`config.mk`:
```
export PLATFORM = sky130hd
export DESIGN_NAME = mod_n_counter
export DESIGN_NICKNAME = d
export VERILOG_FILES = /design/src/rtl/mod_n_counter.sv
export SDC_FILE = /design/constraint.sdc
export NUM_CORES = 1
export LEC_CHECK = 0
export CORE_AREA = 2 2 39 41
export CTS_CLUSTER_DIAMETER = 200
export DETAILED_ROUTE_END_ITERATION = 12
export DIE_AREA = 0 0 41 43
export PLACE_DENSITY = 0.77
export SLEW_MARGIN = 20
export SYNTH_ARGS = -nofsm -noshare
export SYNTH_HDL_FRONTEND = slang
export SYNTH_SLANG_ARGS = --single-unit
export TNS_END_PERCENT = 5
```
`constraint.sdc`:
```
create_clock -name clk -period 3.6 [get_ports clk]
set_input_delay 1.08 -clock clk [delete_from_list [all_inputs] [get_ports clk]]
set_output_delay 1.08 -clock clk [all_outputs]
set_load 0.01 [all_outputs]
```
`src/rtl/mod_n_counter.sv`:
```
// Purpose : modulo-N up counter with sync reset, parallel load and a terminal-count flag.
// Latency : cnt updates one clk edge after rst/load/en are sampled; carry is combinational.
// Backpressure: none; en=0 holds the count, there is no handshake.
// Optional feature: define MODN_LOAD_CLAMP_EN to store 0 on an out-of-range load.
module mod_n_counter (
  input  logic       clk,
  input  logic       rst,
  input  logic       en,
  input  logic       load,
  input  logic [4:0] data,
  input  logic [4:0] mode,
  output logic [4:0] cnt,
  output logic       carry
);

  // Terminal value is mode-1 taken modulo 32, so mode=0 gives a mod-32 counter
  // and mode=1 keeps the count pinned at 0.
  logic [4:0] term_val;
  logic       wrap;
  logic [4:0] load_val;

  assign term_val = mode - 5'd1;

  // Unsigned >= rather than == so an out-of-range count recovers on the next enabled edge.
  assign wrap  = (cnt >= term_val);
  assign carry = en & wrap;

`ifdef MODN_LOAD_CLAMP_EN
  // Out-of-range loads are folded to 0 so the count never leaves 0..N-1.
  always_comb begin
    load_val = data;
    if ((mode != 5'd0) && (data >= mode)) begin
      load_val = 5'd0;
    end
  end
`else
  // Loads are stored as-is; an out-of-range value wraps on the next enabled edge.
  always_comb begin
    load_val = data;
  end
`endif

  // Count register: rst beats load, load beats en, otherwise hold.
  always_ff @(posedge clk) begin
    if (rst) begin
      cnt <= 5'd0;
    end else if (load) begin
      cnt <= load_val;
    end else if (en) begin
      cnt <= wrap ? 5'd0 : (cnt + 5'd1);
    end
  end

endmodule

```
==> Yosys cells after proc, flatten, opt, wreduce, memory -nomap -nowiden <==
Cells that the tools add are included.
{ "word_totals": {"ff_bits": 5, "mem_bits_ro": 0, "word_cells": 9, "latchBits": 0, "output_inout_bits": 6, "mem_bits_rw": 0, "mem_count": 0, "input_bits": 14} }
{ "op_classes": {"mul": 0, "reduce_logical": 1, "n_mux": 3, "eq_ne": 0, "shifts": 0, "bitwise": 1, "n_div": 0, "add_sub_neg": 2, "n_lt_le_gt_ge": 1} }
{ "ops": {"columns": ["cell", "count"], "rows": [
  ["$mux W5", 3],
  ["$add A5 B1 Y5 const B", 1],
  ["$ge A5 B5 Y1", 1],
  ["$sub A5 B1 Y5 const B", 1],
  ["$reduce_bool A2 Y1", 1],
  ["$and A1 B1 Y1", 1]
]} }

==> Logic depth before layout (Yosys ltp) <==
{ "logic_depth": {"word_depth": 5, "depth_mapped": 9, "ltp_nobuf": 9} }

==> Least setup slack after synthesis <==
Ideal clock, no wire load.
{ "synth_path": {"path_type": "input port to output port", "from": "in mode[0]", "to": "out carry", "stages": 8, "path_buffers": 0, "path_slack_ns": 0.185, "t_arrival_ns": 2.335, "t_required_ns": 2.520, "cell_sequence": "inv_1 ha_1 xnor2_1 ha_1 nand2_1 o21ai_1 nand3_1 a21boi_0"} }
{ "synth_between": {"elab_chain_cells": 3} }
{ "synth_lines": {"columns": ["item", "line", "text"], "rows": [
  ["start: declaration", "11", "input logic [4:0] mode,"],
  ["$sub A5 B1 Y5", "22", "assign term_val = mode - 5'd1;"],
  ["$ge A5 B5 Y1", "25", "assign wrap = (cnt >= term_val);"],
  ["$and A1 B1 Y1", "26", "assign carry = en & wrap;"],
  ["end: declaration", "13", "output logic carry"]
]} }
No other way between the ends.

==> Final worst setup path <==
{ "layout_path": {"from": "in mode[2]", "to": "out carry"} }
The elaborated chain is that of the path after synthesis.

==> reports/qor.log <==
qor: outcome.outcome complete, no violations
qor: critical_path.slowest_stage ha_1
qor: timing.finalMaxSlewViolations 0
qor: final_layout.fillCellCount 131
qor: timing.skew 4.303 ps
qor: timing.rsz_0062_raised_after_global_routing false
qor: critical_path.critical_path_peak_fanout 3
qor: floorplanning.die_area 1763 sq um
qor: timing.finalCriticalPeriod 3486 ps
qor: power_and_ir_drop.relative_contribution_of_the_clock_network_to_total_power 0.304
qor: floorplanning.core_region_area 1384 sq um
qor: power_and_ir_drop.power.ir.vdd_worst 0.2786 mV
qor: timing.layout_worst_path_cycle_share 0.9682
qor: routing.number_of_iterations_in_the_first_detailed_routing_pass 2
qor: final_layout.largest_reg_flops 5
qor: grt.antenna_violations_before_repair 0
qor: synthesis.syn_avg_cell_area 8.518 sq um
qor: power_and_ir_drop.power.switching 60.37 uW
qor: placement.place_hpwl 907.8 microns
qor: placement.numPortBuffers 19
qor: grt.grt_util_met3 0.09424
qor: final_layout.layout_commonest_cell clkdlybuf4s50_1
qor: power_and_ir_drop.p_comb_frac 0.384
qor: critical_path.critPathCaptureType output port
qor: timing.max_slew.worst_pin.slew 362.0 ps
qor: synthesis.syn_inst 52
qor: timing.max_freq 0.2869 GHz
qor: clocking.tritoncts_clock_tree yes
qor: final_layout.area_growth_syn_to_layout 68.36%
qor: grt.grt_pass1_wl 1911 microns
qor: routing.wirelength 1136 microns
qor: grt.grt.met1_usage 0.2058
qor: run.max_cap_viol_count 0
qor: clocking.clock_tree.buffer_depth 2
qor: floorplanning.die_h 43 microns
qor: timing.fin_worst_hold_slack 542.7 ps
qor: routing.num_vias 486
qor: critical_path.worst-setup-path-type in2out
qor: timing.finalSetupViolCount 0
qor: floorplanning.row_count 14
qor: placement.globalplace.congestion 0.7654
qor: power_and_ir_drop.p_int 148.9 uW
qor: critical_path.cell_breakdown_of_the_critical_path dlygate4sd2_1 > xnor2_1 > ha_1 > nand2_1 > o21ai_2 > nand3_1 > a21boi_1 > buf_2
qor: power_and_ir_drop.leak 0.0003026 uW
qor: clocking.cts-buffers-inserted 3
qor: floorplanning.pin_count 20
qor: timing.tns 0 ps
qor: timing.max-slew-margin-rel 0.7579
qor: routing.drt_first_iter_violations 5
qor: final_layout.post_route_cells_drive_above_1_share 0.2561
qor: clocking.tritoncts_sinks 5
qor: synthesis.yosys_register_bits 5
qor: clocking.htree_num_levels 1
qor: final_layout.layout_common_cells 14 x clkdlybuf4s50_1, 8 x buf_4, 6 x a21oi_1, 6 x ha_1
qor: power_and_ir_drop.seq_power_share 0.312
qor: critical_path.worst-endpoint-arrival 2410 ps
qor: final_layout.regMostFlops cnt
qor: floorplanning.start_util 0.3201
qor: timing.hold_violations 0
qor: power_and_ir_drop.sw_frac_of_total 0.2885
qor: synthesis.synth_warnings 0
qor: routing.drc_errors 0
qor: synthesis.synth_sequential_area_ratio 0.2260
qor: grt.vias_in_the_first_global_route 478
qor: floorplanning.die-width 41 microns
qor: final_layout.largestRegisters cnt x5
qor: clocking.clk_pin_slew_worst_paths 40 ps
qor: grt.grt_overflow 0
qor: clocking.clock_insertion_delay_worst_skew 240 ps
qor: routing.final_antenna_net_count 0
qor: grt.largest_net_degree_at_the_start_of_global_routing 12
qor: routing.wl_per_cell 11.59 microns
qor: critical_path.critical-path-max-stage-delay 300 ps
qor: placement.dp_slack -811.0 ps
qor: grt.globalRouteTotalUtil 0.1616
qor: synthesis.syn_area 442.9 sq um
qor: min_path.type_of_the_tightest_min_delay_check reg2reg
qor: grt.grt_use_met2 0.2375
qor: critical_path.worst_setup_path_start_kind input pin
qor: grt.highest_utilization_routing_layer_at_the_global_route_stage met2
qor: clocking.cts_root_buffer clkbuf_4
qor: power_and_ir_drop.powerDensity 280.6 nW/um^2
qor: synthesis.mappedNetlistNets 73
qor: routing.vias_per_cell 4.959
qor: synthesis.synthDistinctLibCells 17
qor: final_layout.antennaDiodeCount 0
qor: final_layout.layout.nets 104
qor: critical_path.worstPathRequired 2520 ps
qor: timing.timing.final.ws_setup 114.3 ps
## worst paths after layout
| kind | from | endpoint | slack, ps | cells past startpoint |
|---|---|---|---|---|
| min reg2reg | cnt[0]$_SDFFE_PP0P_ | cnt[0]$_SDFFE_PP0P_ | 540 | 1 |
| min | cnt[0]$_SDFFE_PP0P_ | cnt[0]$_SDFFE_PP0P_ | 540 | 1 |
| max | mode[2] | carry | 110 | 8 |
| max reg2reg | cnt[0]$_SDFFE_PP0P_ | cnt[1]$_SDFFE_PP0P_ | 2020 | 7 |
## routing by layer
layer	vias to the layer above	wire, microns
met5	-	0
met4	0	0
met3	0	81
met2	15	543
met1	216	512
li1	255	-
## through the flow
step                      power, uW  std cells  instance area (sq um)  utilization
final                         209.3         98                  745.7       0.5389
after global routing          225.7         98                  745.7       0.5389
after CTS                     212.9         97                  748.2       0.5407
after detailed placement      143.1         92                  694.4       0.5018
after global placement        140.6         92                  694.4       0.5018
after floorplan               99.66         52                  442.9            -
## cells by family (layout without fill, tap and decap cells)
| family | count (synthesis) | in the layout | share of synthesized area |
|---|---|---|---|
| buffers and inverters | 5 | 35 | 0.04235 |
| AND/OR/NAND/NOR | 14 | 14 | 0.1893 |
| flip-flops | 5 | 5 | 0.2260 |
| adder cells (fa/ha/maj) | 7 | 7 | 0.1977 |
| XOR/XNOR | 6 | 6 | 0.1186 |
| AO/OA/AOI/OAI | 15 | 15 | 0.2260 |
## cell type report
type                    count  area [sq um]  share of cell area
multi-input cells          42         351.6              0.4715
flip-flops and latches      5         100.1              0.1342
clock buffers               4         26.28             0.03523
well taps                  16         20.02             0.02685
repair buffers             27         232.7              0.3121
inverters                   4         15.01             0.02013
## synth_stat cells (all sizes together)
cell type  n  area share
a21oi      7       0.088
ha         7        0.20
nor3b      6        0.10
dfxtp      5        0.23
o22ai      5       0.071
inv        4       0.034
xnor2      4       0.079
nand3      3       0.034
nand2      2       0.017
nor3       2       0.023
xor2       2       0.040
a21boi     1       0.017
a31o       1       0.040
clkbuf     1      0.0085
nor2b      1       0.014
o21ai      1       0.011
## worst max-delay path: cells and delay by family
| kind | cells | cell delay, ps |
|---|---|---|
| AND/OR/NAND/NOR | 2 | 150 |
| buffers and inverters | 2 | 430 |
| adder cells (fa/ha/maj) | 1 | 300 |
| AO/OA/AOI/OAI | 2 | 280 |
| XOR/XNOR | 1 | 150 |
## power by group through the flow
stage / Combinational (uW) / Sequential [uW] / Clock (uW)
2_1_floorplan: 32.6 / 67.0 / 0
3_3_place_gp: 74.3 / 66.3 / 0
3_5_place_dp: 76.6 / 66.5 / 0
4_1_cts: 80.3 / 65.4 / 67.2
5_1_grt: 88.2 / 66.3 / 71.2
6_report: 80.4 / 65.3 / 63.5
## timing repair
item | CTS | global route
buffers inserted | 1 | 1
endpoints found under the setup margin | 1 | 1
hold buffers | 0 | 0
pin swaps | 8 | 5
endpoints found under the hold margin | 0 | 0
gates resized for setup | 18 | 2
(Power assumes the default switching activity.)
